==> src/rtl/rgb_pkg.sv <==
// Shared types and constants for the RGB PWM driver: channel width, PWM full-scale
// value, FSM state encoding and the packed colour triple.
package rgb_pkg;

    localparam int unsigned RGB_WIDTH = 8;
    localparam int unsigned PWM_MAX   = (1 << RGB_WIDTH) - 1;

    typedef enum logic {
        IDLE = 1'b0,
        RUN  = 1'b1
    } state_e;

    typedef struct packed {
        logic [RGB_WIDTH-1:0] r;
        logic [RGB_WIDTH-1:0] g;
        logic [RGB_WIDTH-1:0] b;
    } rgb_t;

endpackage

==> src/rtl/rgb_pwm_driver_if.sv <==
// Colour handshake from the colour processor (master) into the PWM driver (slave).
interface rgb_pwm_driver_if #(
    parameter int unsigned WIDTH = 8
);

    logic [WIDTH-1:0] r_in;
    logic [WIDTH-1:0] g_in;
    logic [WIDTH-1:0] b_in;
    logic             in_valid;
    logic             in_ready;

    modport master (
        output r_in,
        output g_in,
        output b_in,
        output in_valid,
        input  in_ready
    );

    modport slave (
        input  r_in,
        input  g_in,
        input  b_in,
        input  in_valid,
        output in_ready
    );

endinterface

==> src/rtl/pwm_channel.sv <==
// One LED channel: registered compare of the shared tick counter against this
// channel's active duty.
module pwm_channel #(
    parameter int unsigned WIDTH = 8
) (
    input  logic             clk,
    input  logic             rst_n,
    input  logic [WIDTH-1:0] duty_i,
    input  logic [WIDTH-1:0] tick_i,
    input  logic             run_i,
    output logic             pwm_o
);

    logic pwm_q;
    logic pwm_d;

    // Unsigned compare: duty 0 never fires, duty 2^WIDTH-1 covers every tick value.
    assign pwm_d = run_i && (tick_i < duty_i);

    // NOTE: clocked state uses non-blocking assignments so every register samples
    // pre-edge values, independent of process evaluation order.
    always_ff @(posedge clk or negedge rst_n) begin
        if (!rst_n) begin
            pwm_q <= 1'b0;
        end else begin
            pwm_q <= pwm_d;
        end
    end

    assign pwm_o = pwm_q;

endmodule

==> src/rtl/rgb_pwm_driver.sv <==
// RGB LED PWM driver: accepts colours over valid/ready into a one-deep pending
// buffer and applies them only at PWM period boundaries to avoid glitched periods.
module rgb_pwm_driver
    import rgb_pkg::*;
#(
    parameter int unsigned PRESCALE = 4,
    // Channel width is fixed by rgb_t; keep WIDTH equal to RGB_WIDTH.
    parameter int unsigned WIDTH    = RGB_WIDTH
) (
    input  logic            clk,
    input  logic            rst_n,
    rgb_pwm_driver_if.slave in_if,
    input  logic            enable,
    output logic            pwm_r,
    output logic            pwm_g,
    output logic            pwm_b,
    output logic            period_start
);

    localparam logic [15:0]      PRESC_LAST = 16'(PRESCALE - 1);
    localparam logic [WIDTH-1:0] TICK_LAST  = WIDTH'((1 << WIDTH) - 2);

    state_e           state_q, state_d;
    logic [15:0]      presc_q, presc_d;
    logic [WIDTH-1:0] tick_q, tick_d;
    logic             pend_q, pend_d;
    rgb_t             pend_rgb_q, pend_rgb_d;
    rgb_t             act_q, act_d;
    logic             period_start_q, period_start_d;
    logic             accept;
    logic             apply;
    logic             run;

    // A full pending buffer holds off the producer; no accept can collide with apply.
    assign accept          = in_if.in_valid && !pend_q;
    assign in_if.in_ready  = !pend_q;
    assign run             = (state_q == RUN);

    always_comb begin
        // NOTE: every combinational output gets a default first, so no path leaves a
        // signal unassigned and no latch is inferred.
        state_d    = state_q;
        presc_d    = presc_q;
        tick_d     = tick_q;
        pend_d     = pend_q;
        pend_rgb_d = pend_rgb_q;
        act_d      = act_q;
        apply      = 1'b0;

        unique case (state_q)
            IDLE: begin
                presc_d = '0;
                tick_d  = '0;
                apply   = pend_q;
                if (enable) begin
                    state_d = RUN;
                end
            end
            RUN: begin
                if (!enable) begin
                    state_d = IDLE;
                    presc_d = '0;
                    tick_d  = '0;
                end else if (presc_q == PRESC_LAST) begin
                    presc_d = '0;
                    if (tick_q == TICK_LAST) begin
                        tick_d = '0;
                        apply  = pend_q;
                    end else begin
                        tick_d = tick_q + 1'b1;
                    end
                end else begin
                    presc_d = presc_q + 16'd1;
                end
            end
        endcase

        if (apply) begin
            act_d  = pend_rgb_q;
            pend_d = 1'b0;
        end
        if (accept) begin
            pend_rgb_d = '{r: in_if.r_in, g: in_if.g_in, b: in_if.b_in};
            pend_d     = 1'b1;
        end
    end

    // First cycle of a period; registered so it lines up with the first pwm output.
    assign period_start_d = run && (presc_q == '0) && (tick_q == '0);

    always_ff @(posedge clk or negedge rst_n) begin
        if (!rst_n) begin
            state_q        <= IDLE;
            presc_q        <= '0;
            tick_q         <= '0;
            pend_q         <= 1'b0;
            pend_rgb_q     <= '0;
            act_q          <= '0;
            period_start_q <= 1'b0;
        end else begin
            state_q        <= state_d;
            presc_q        <= presc_d;
            tick_q         <= tick_d;
            pend_q         <= pend_d;
            pend_rgb_q     <= pend_rgb_d;
            act_q          <= act_d;
            period_start_q <= period_start_d;
        end
    end

    assign period_start = period_start_q;

    pwm_channel #(.WIDTH(WIDTH)) u_chan_r (
        .clk    (clk),
        .rst_n  (rst_n),
        .duty_i (act_q.r),
        .tick_i (tick_q),
        .run_i  (run),
        .pwm_o  (pwm_r)
    );

    pwm_channel #(.WIDTH(WIDTH)) u_chan_g (
        .clk    (clk),
        .rst_n  (rst_n),
        .duty_i (act_q.g),
        .tick_i (tick_q),
        .run_i  (run),
        .pwm_o  (pwm_g)
    );

    pwm_channel #(.WIDTH(WIDTH)) u_chan_b (
        .clk    (clk),
        .rst_n  (rst_n),
        .duty_i (act_q.b),
        .tick_i (tick_q),
        .run_i  (run),
        .pwm_o  (pwm_b)
    );

endmodule

==> src/flat_wrapper.sv <==
// flat-port wrapper written by rule: the top's interface ports become plain ports
module rgb_pwm_driver_flat import rgb_pkg::*;
#(
    parameter int unsigned PRESCALE = 4,
                                                                      
    parameter int unsigned WIDTH    = RGB_WIDTH
)
  (clk, rst_n, enable, pwm_r, pwm_g, pwm_b, period_start, in_if_r_in, in_if_g_in, in_if_b_in, in_if_in_valid, in_if_in_ready);
  rgb_pwm_driver_if #(.WIDTH(WIDTH)) in_if_i ();
  input  logic clk;
  input  logic rst_n;
  input  logic enable;
  output logic pwm_r;
  output logic pwm_g;
  output logic pwm_b;
  output logic period_start;
  input wire logic [$bits(in_if_i.r_in)-1:0] in_if_r_in;
  input wire logic [$bits(in_if_i.g_in)-1:0] in_if_g_in;
  input wire logic [$bits(in_if_i.b_in)-1:0] in_if_b_in;
  input wire logic [$bits(in_if_i.in_valid)-1:0] in_if_in_valid;
  output wire logic [$bits(in_if_i.in_ready)-1:0] in_if_in_ready;
  assign in_if_i.r_in = in_if_r_in;
  assign in_if_i.g_in = in_if_g_in;
  assign in_if_i.b_in = in_if_b_in;
  assign in_if_i.in_valid = in_if_in_valid;
  assign in_if_in_ready = in_if_i.in_ready;
  rgb_pwm_driver #(.PRESCALE(PRESCALE), .WIDTH(WIDTH)) u_core (.clk(clk), .rst_n(rst_n), .in_if(in_if_i), .enable(enable), .pwm_r(pwm_r), .pwm_g(pwm_g), .pwm_b(pwm_b), .period_start(period_start));
endmodule
==> config.mk <==
export PLATFORM = sky130hd
export DESIGN_NAME = rgb_pwm_driver_flat
export DESIGN_NICKNAME = d
export VERILOG_FILES = /design/src/rtl/rgb_pkg.sv /design/src/rtl/rgb_pwm_driver_if.sv /design/src/rtl/pwm_channel.sv /design/src/rtl/rgb_pwm_driver.sv /design/src/flat_wrapper.sv
export SDC_FILE = /design/constraint.sdc
export NUM_CORES = 1
export LEC_CHECK = 0
export BUFFER_PORTS_ARGS = -buffer_cell sky130_fd_sc_hd__buf_4
export CAP_MARGIN = 5
export CORE_MARGIN = 4
export CORE_UTILIZATION = 55
export CTS_BUF_LIST = sky130_fd_sc_hd__clkbuf_4
export CTS_CLUSTER_SIZE = 25
export DETAILED_ROUTE_END_ITERATION = 10
export PLACE_DENSITY = 0.74
export RECOVER_POWER = 25
export SLEW_MARGIN = 20
export SYNTH_ARGS = -nofsm -noshare
export SYNTH_HDL_FRONTEND = slang
export SYNTH_SLANG_ARGS = --single-unit
==> constraint.sdc <==
create_clock -name clk -period 4.4 [get_ports clk]
set_input_delay 0.66 -clock clk [delete_from_list [all_inputs] [get_ports clk]]
set_output_delay 0.66 -clock clk [all_outputs]
set_load 0.02 [all_outputs]
==> results of run 1 <==
metrics by stage:
step	total power, µW	worst slack, ps	hold slack (ps)
floorplan	1174	2547	364.4
global placement	1284	1794	487.3
detailed placement	1308	1756	501.4
CTS	1738	1721	398.4
global route	1847	1442	415.1
finish	1716	1694	454.7
cells by family (layout without fill, tap and decap cells):
family | count (synthesis) | count (layout) | synth area share [%]
flops | 78 | 78 | 46.43
buf+inv | 59 | 86 | 6.131
simple gates | 118 | 118 | 14.91
mux | 25 | 25 | 6.696
fa+ha+maj | 26 | 26 | 7.738
compound gates | 85 | 85 | 15.18
xor+xnor | 14 | 14 | 2.916
critical path, cell delays in order (launching register included):
cell and delay [ps]:
sky130_fd_sc_hd__dfrtp_1 450, sky130_fd_sc_hd__ha_1 270, sky130_fd_sc_hd__nor3b_1 290, sky130_fd_sc_hd__and4_1 230, sky130_fd_sc_hd__buf_4 320, sky130_fd_sc_hd__and4_1 840, sky130_fd_sc_hd__o31ai_1 170
synth_stat cells, types with 2 or more instances:
| cell type | count |
|---|---|
| sky130_fd_sc_hd__a211oi_1 | 2 |
| sky130_fd_sc_hd__nand2b_1 | 3 |
| sky130_fd_sc_hd__mux2_2 | 25 |
| sky130_fd_sc_hd__nor2_1 | 28 |
| sky130_fd_sc_hd__nand4_1 | 9 |
| sky130_fd_sc_hd__buf_1 | 3 |
| sky130_fd_sc_hd__a22o_1 | 3 |
| sky130_fd_sc_hd__o311ai_0 | 3 |
| sky130_fd_sc_hd__o32a_1 | 2 |
| sky130_fd_sc_hd__o22ai_1 | 4 |
| sky130_fd_sc_hd__dfrtp_1 | 78 |
| sky130_fd_sc_hd__a21o_1 | 3 |
| sky130_fd_sc_hd__nand2_1 | 17 |
| sky130_fd_sc_hd__o31ai_1 | 23 |
| sky130_fd_sc_hd__nor2b_1 | 3 |
| sky130_fd_sc_hd__xnor2_1 | 10 |
| sky130_fd_sc_hd__o21ai_0 | 11 |
| sky130_fd_sc_hd__buf_2 | 5 |
| sky130_fd_sc_hd__nor3_1 | 8 |
| sky130_fd_sc_hd__nor4_2 | 2 |
| sky130_fd_sc_hd__clkbuf_1 | 12 |
| sky130_fd_sc_hd__inv_1 | 34 |
| sky130_fd_sc_hd__buf_4 | 2 |
| sky130_fd_sc_hd__ha_1 | 26 |
| sky130_fd_sc_hd__buf_6 | 3 |
| sky130_fd_sc_hd__nand3_1 | 10 |
| sky130_fd_sc_hd__o21ai_1 | 2 |
| sky130_fd_sc_hd__and4_1 | 3 |
| sky130_fd_sc_hd__nor4_1 | 6 |
| sky130_fd_sc_hd__a21oi_1 | 4 |
| sky130_fd_sc_hd__and3_1 | 25 |
| sky130_fd_sc_hd__a32oi_1 | 24 |
| sky130_fd_sc_hd__xor2_1 | 4 |
power by group through the flow:
stage          sequential, µW  combinational [µW]  clock [µW]
5_1_grt                   925                 441         480
6_report                  908                 380         429
3_3_place_gp              916                 368           0
2_1_floorplan             916                 258           0
4_1_cts                   908                 387         443
3_5_place_dp              925                 383           0
final cells by class:
cell class	count	share of cell area (%)
Multi-Input combinational cell	268	43.50
Clock inverter	6	1.330
Tap cell	99	2.688
Clock buffer	10	1.629
Sequential cell	78	42.36
Timing Repair Buffer	36	5.729
Inverter	34	2.769
metal layers:
| layer | vias to the layer above | wire length (µm) | track usage, % |
|---|---|---|---|
| li1 | 1534 | - | - |
| met1 | 1560 | 4107 | 30.17 |
| met2 | 78 | 4188 | 34.64 |
| met3 | 7 | 480 | 5.841 |
| met4 | 0 | 71 | 5.332 |
| met5 | - | 0 | 0 |
flip-flops by register name, indices dropped and copies added (netlist names):
register / cells
u_core.u_chan_g.pwm_o: 1
u_core.period_start: 1
u_core.u_chan_r.pwm_o: 1
u_core.act_q: 24
u_core.run: 1
u_core.pend_rgb_q: 24
u_core.pend_q: 1
u_core.presc_q: 16
u_core.u_chan_b.pwm_o: 1
u_core.tick_q: 8
path summary, 6_finish.rpt:
kind	to	from	slack, ps
worst min-delay path	u_core.pend_rgb_q[8]$_DFFE_PN0P_	in_if_g_in[0]	450
max in group asynchronous	u_core.u_chan_b.pwm_o$_DFF_PN0_	rst_n	2520
worst min register to register	u_core.act_q[13]$_DFFE_PN0P_	u_core.pend_rgb_q[13]$_DFFE_PN0P_	530
worst max-delay path	u_core.act_q[15]$_DFFE_PN0P_	u_core.presc_q[0]$_DFF_PN0_	1690
worst max register to register	u_core.act_q[15]$_DFFE_PN0P_	u_core.presc_q[0]$_DFF_PN0_	1690
min in group asynchronous	u_core.pend_rgb_q[21]$_DFFE_PN0P_	rst_n	720
==> results.txt, run 1 <==
- The run finished, with violations left.
* Failing checks: capacitance limit, slew limit
* Buffer cell driving the clock tree root: sky130_fd_sc_hd__clkbuf_4
* Cell internal power dissipation: 1200 µW
- In this run switching power makes up 30.06% of total power.
* Critical Path RT: around 4700 ps
- The synthesized design devotes to its leading area cell type 46.43% of total area.
- Synthesized netlist net count: approximately 460
- Largest cells by area after synthesis: sky130_fd_sc_hd__dfrtp_1 46%, sky130_fd_sc_hd__ha_1 7.7%, sky130_fd_sc_hd__mux2_2 6.7%
* Starting density of the core: ~57%
- For this run, the number of Yosys warnings is 0.
- For this run, the detailed router's first-pass iteration total came to 5.
- Buffers inserted during clock tree synthesis total 9.
- Count of antenna diodes in the layout: 0
- Between clock sinks in the finished design, the worst skew comes to between 15 and 20 ps.
- Non-Filler Instances: between 500 and 600
- At the end of routability-driven placement, the weighted congestion stood at 0.8390.
* Die area: roughly 9100 µm²
* Area after detailed placement: around 4500 µm²
- Clock latency on the worst-skew pair, taken at its later pin, is around 420 ps.
- The share of total power dissipated in combinational logic is 22.1%.
- The worst pin sits at a relative slew slack of -27.68%.
- Sequential cells account for between 50 and 60% of the total power.
* Hold Path Stages: 2
- The number of hold violations in the final report is 0.
- Power share of the clock group: between 20% and 30%
- After synthesis, the share of flip-flops with an asynchronous set or reset is 100.0%.
* Register area share after synthesis: a little under half
- Across the run, the number of max-cap violations was 1.
- Count of pins on the block boundary: 33
- TritonCTS built the clock tree.
- Registers take approximately 2000 µm².
- The critical path is of the register to register type.
- Summed over all layers, the routed wires come to 8847 µm.
- Post-detailed-route via-to-cell ratio: roughly 6
- Fraction of the core area covered by cells at the end of the flow: a little over three fifths
* Worst Reg2Reg Path Length in Cells: 6
- Switching power of the nets: 515.9 µW
* Post CTS Setup Buffer Count: 0
- The post-route netlist has a little under a fifth of its cells at a drive strength greater than 1.
* Worst-Margin Slew: roughly 1900 ps
- In this run the vertical extent of the chip is between 90 and 100 µm.
- Final HPWL from detailed placement: roughly 6000 µm
* Post-route setup TNS: 0 ps
- After floorplanning, the core was sized to cover approximately 7300 µm².
- Crit end category: register
- The min-delay analysis places its worst path in the category input port to register.
- Count of flip-flops with a built-in enable after synthesis: 0
- In this run the static leakage power is between 0.002 and 0.0025 µW.
- Final Max Slew Viols: 79
- STA classifies the critical path startpoint as a register.
* Post-Place Cells: approximately 520
* Layout area overhead: 9.613%
- P per Cell Area: 372.5 nW/µm²
- Via count of the first global-routing pass: approximately 3100
- Largest area contributor in the synthesized netlist: sky130_fd_sc_hd__dfrtp_1
- Count of input and output buffers: 32
- Static timing analysis puts the maximum clock frequency at 0.3695 GHz.
- The final critical path takes up between 60% and 70% of the cycle.
* Most common cell after layout, fill and taps aside: sky130_fd_sc_hd__dfrtp_1
- After detailed routing, the number of remaining DRC violations is 0.
- Summed over all layers, the global routing overflow is 0.
- The cell area that synthesis handed to floorplanning was 4204 µm².
- Of all nets on the critical path, the largest fanout is 33.
- The cell count after synthesis came out at 405.
- Register bit total from synthesis: 78
* Netlist cell types: between 40 and 50
- The number of gates resized after CTS was 0.
* Longest Clk Path Bufs: 2
* Unrepaired setup endpoints after global routing: no
* GRT Util Overall: 21.90%
* Main flop type after synthesis: sky130_fd_sc_hd__dfrtp_1
- Clock period minus final worst setup slack: 2706 ps
- Setup violations remaining at the end of the flow were counted as 0.
* Filler cell count in the final layout: between 600 and 700
* Hold-fix buffers at CTS: 0
* Worst vdd ir: ~0.00017 V
- Average routed wire per standard cell: between 15 and 20 µm
* Clock-pin slew on the worst setup and hold paths: ~130 ps
- In the final layout, the multi-input gates occupy 2004 µm².
- Wire length of the first global-routing pass: ~15000 µm
- STA puts the critical path data arrival time at about 3000 ps.
* Final Instance Area: 4608 µm²
- The number of antenna violations at the first check in global routing came to 0.
- Maximum level of the CTS H-tree: 3
- The net count of the finished layout is slightly below 500.
* Final ANT Viol Nets: 0
- Post-synthesis average cell area: between 10 and 15 µm²
- Chip width: approximately 95 µm
- After floorplanning, the core was divided into 31 placement rows.
- In the layout the commonest cells are 78 x sky130_fd_sc_hd__dfrtp_1, 34 x sky130_fd_sc_hd__inv_1, 34 x sky130_fd_sc_hd__buf_4, 27 x sky130_fd_sc_hd__nor2_1, 26 x sky130_fd_sc_hd__ha_1.
- Summing over every cut layer, the via total after detailed routing is 3179.
* Maximum number of pins on one net before global-route repair: 79
* First-iteration detailed-routing DRC count: 177
- Counting every sink on the clock net gives 78.
Power figures use the tool's default switching activity.
==> run 2, diff against run 1 <==
PLACE_DENSITY = 0.77   (was 0.74)
clock period = 2.4 ns   (was 4.4 ns; I/O delays follow)
==> run 2 against run 1 <==
Effect of this change:
- the run still ends with capacitance limit, slew limit left
- wire length shrank 1.4%
- register-to-register slack lost 1300 ps
- sequential power rose by 84%
- final area rose by 0.98%
- core utilization increased by 0.61 points
- largest power group unchanged
- clock-buffer cell count is 1 lower
- non-clock buffer count grew 4
- global-route usage shrank 1.1 points
- highest routed layer unchanged
- clock skew is 2.5 ps lower
- via count is 0.19% lower
- clock power rose by 96%
==> results.txt, run 2 (same netlist as run 1, synthesis figures left out) <==
- Result of the run: finished, violations left
- The checks that failed: capacitance limit, slew limit.
* Fraction of final layout cells with drive strength greater than 1: 19.12% (+0.61 points)
- The critical path data arrival time came to 2290 ps (-690 ps).
- The switching power total came to 913.5 µW (+77%).
- The setup TNS was 0 ps (unchanged).
- Vertical extent of the die: 95.43 µm (unchanged)
- The worst hold path terminates at u_core.pend_rgb_q[13]$_DFFE_PN0P_.
- Clock period minus final worst setup slack: 2026 ps (-679.9 ps)
- The number of buffers added on ports came to 32 (unchanged).
* Number of clock buffers inserted by TritonCTS: 9 (unchanged)
- Average routed wire per standard cell: 16.36 µm (-1.8%)
- Chip width: 95.43 µm (unchanged)
* Crit end category: register
- Total via count in the routed design: 3173 (-0.19%)
- Min-Delay Startpoint: in_if_g_in[5]
* Final-stage net count: 485 (+0.83%)
* Register-to-register setup slack: 370 ps (-1320 ps)
- Aggregate global routing overflow: 0 (unchanged)
- The number of buffers on the longest clock path was 2 (unchanged).
- Via count of the first global-routing pass: 2990 (-5.0%)
- Total buffers and inverters traversed by the critical path: 0 (-1)
- Largest regs: u_core.act_q x24, u_core.pend_rgb_q x24, u_core.presc_q x16
- The total of hold buffers inserted after clock tree synthesis came to 0 (unchanged).
- Worst R2R Start: u_core.presc_q[12]$_DFF_PN0_
- CTS tree: yes
* GRT Util Overall: 20.75% (-1.1 points)
- The achievable frequency came to 0.4935 GHz (+34%).
* Final Max Slew Viols: 79 (unchanged)
- The area of the die was 9107 µm² (unchanged).
- Normalized max-slew margin: -25.74% (+1.9 points)
- Share of the clock period used by the worst path after layout: 84.42% (+23 points)
* Clock network latency to the later pin of the worst-skew pair: 410 ps (about the same)
- The switching portion of total power is 28.59% (-1.5 points).
- Worst vdd ir: 0.0004100 V (+140%)
- Slowest stage cell on the critical path: sky130_fd_sc_hd__nor4_1
- The proportion of power drawn by combinational gates is 21.5% (-0.6 points).
- The worst-margin pin slew is 1886 ps (-29.02 ps).
- Final HPWL from detailed placement: 5782 µm (-3.5%)
- 1st-pass router iterations: 4 (-1)
* Fraction of the core area covered by cells at the end of the flow: 63.48% (+0.61 points)
- The top-level I/O count came to 33 (unchanged).
- First-iteration detailed-routing DRC count: 225 (+27%)
* Std-Cell Rows: 31 (unchanged)
- The maximum number of pins on one net before global-route repair came to 79 (unchanged).
* Chain of cells forming the critical path: nor4_1 -> nand4_1 -> nand2_1 -> o21ai_0
* Reg2Reg Capture Point: u_core.tick_q[2]$_DFFE_PN0P_
- Leading cell types in the layout, fill and taps excluded: 78 x sky130_fd_sc_hd__dfrtp_1, 37 x sky130_fd_sc_hd__buf_4, 34 x sky130_fd_sc_hd__inv_1, 27 x sky130_fd_sc_hd__nor2_1, 26 x sky130_fd_sc_hd__ha_1
- The tightest min-delay check is of the input port to register type.
- Power share of the clock group: 26.2% (+1.2 points)
- The remaining antenna violation count was 0 (unchanged).
- Clock-pin slew on the worst setup and hold paths: 120 ps (about the same)
* Total of endpoints with negative setup slack in the final report: 0 (unchanged)
- Number of antenna violations at the first check in global routing: 0 (unchanged)
* Core area: 7331 µm² (unchanged)
- Count of antenna diodes in the layout: 0 (unchanged)
* Cell internal power dissipation: 2281 µW (+90%)
- The total of fill cells in the finished design is 588 (-5.2%).
* Weighted congestion at the end of routability-driven global placement: 0.8684 (+3.5%)
* Critical setup path kind: register to register
* Unrepaired setup endpoints after global routing: no
- The portion of total power attributed to sequential cells is 52.3% (-0.6 points).
- Relative to the synthesized area, the layout overhead comes to 10.68%.
* WL final: 8719 µm (-1.4%)
- Kind of start point of the critical path: register
- The CTS sink count was 78 (unchanged).
- The number of hold violations in the final report was 0 (unchanged).
- The setup slack at placement came to 447.8 ps (-1308 ps).
* Starting density of the core: 57.35% (unchanged)
- The delay of the slowest cell on the worst path came to 500 ps (-340 ps).
- The worst path required time is 2660 ps (-2010 ps).
- Post-Route Skew: 14.89 ps (-2.525 ps)
- The wire length of the first global-routing pass came to 14550 µm (-5.7%).
- The number of H-tree levels came to 3 (unchanged).
* DRC violations left: 0 (unchanged)
- Post CTS Setup Buffer Count: 0 (unchanged)
* Total stage count of the critical path: 4 (-2)
* Number of max-cap violations: 1 (unchanged)
* Buffer cell driving the clock tree root: sky130_fd_sc_hd__clkbuf_4
- Grouping stages by cell kind, the critical path spends the most delay in simple AND/OR/NAND/NOR gates.
* Biggest fanout along the worst timing path: 16 (-52%)
- Post-detailed-route via-to-cell ratio: 5.953 (-0.56%)
- The library cell used most frequently in the layout, excluding fill and tap cells, is sky130_fd_sc_hd__dfrtp_1.
- The leakage power came to 0.002102 µW (+1.3%).
- Worst Reg2Reg Path Length in Cells: 4 (-2)
- The minimum setup slack in the final design was 373.8 ps (-1320 ps).
* Hold Path Stages: 2 (unchanged)
- The post-cts resize count was 0 (unchanged).
- The power per cell area is 686.6 nW/µm² (+84%).
==> run 2: changes by cell type in the layout (fill, tap and decap cells not counted), sizes merged <==
cell      delta
clkbuf       -1
clkinvlp     -1
bufinv       +1
buf          +4
inv          -1
==> run 2: final cells by class <==
class / instances / area (µm²) / share of cell area (%)
multi-input cells: 268 / 1999 / 42.97
flip-flops and latches: 78 / 1952 / 41.95
inverters: 34 / 127.6 / 2.743
well taps: 99 / 123.9 / 2.662
clock inverters: 5 / 76.32 / 1.640
clock buffers: 9 / 67.56 / 1.452
repair buffers: 40 / 306.5 / 6.588
==> run 2: metrics by stage <==
| step | instances | hold slack [ps] | power (µW) | instance area [µm²] |
|---|---|---|---|---|
| finish | 533 | 172.1 | 3195 | 4653 |
| global route | 533 | 135.5 | 3412 | 4653 |
| CTS | 533 | 107.1 | 3226 | 4659 |
| detailed placement | 519 | 495.9 | 2388 | 4516 |
| global placement | 519 | 490.4 | 2355 | 4516 |
| floorplan | 405 | 64.41 | 2152 | 4204 |
==> run 2: routing by layer <==
metal  part of all wire, %  global-route usage [%]  vias to the layer above
met4                  0.89                   6.754                        0
met3                   6.0                   3.394                        6
met2                    47                   33.00                       75
met1                    46                   29.06                     1554
met5                     0                       0                        -
li1                      -                       -                     1538
==> run 2: worst max path at each step <==
stage                                  from  slack [ps]                      endpoint
2_1_floorplan   u_core.presc_q[0]$_DFF_PN0_         560  u_core.act_q[15]$_DFFE_PN0P_
3_3_place_gp   u_core.presc_q[12]$_DFF_PN0_         500  u_core.act_q[16]$_DFFE_PN0P_
3_5_place_dp   u_core.presc_q[13]$_DFF_PN0_         450  u_core.act_q[15]$_DFFE_PN0P_
4_1_cts         u_core.presc_q[0]$_DFF_PN0_         420  u_core.tick_q[2]$_DFFE_PN0P_
5_1_grt        u_core.presc_q[10]$_DFF_PN0_         160  u_core.tick_q[2]$_DFFE_PN0P_
6_report       u_core.presc_q[12]$_DFF_PN0_         370  u_core.tick_q[2]$_DFFE_PN0P_
==> run 2: power groups by stage <==
stage	sequential, µW	clock [µW]	combinational [µW]
floorplan	1680	0	474
global placement	1680	0	671
detailed placement	1690	0	695
CTS	1670	860	697
global route	1700	923	789
finish	1670	839	686
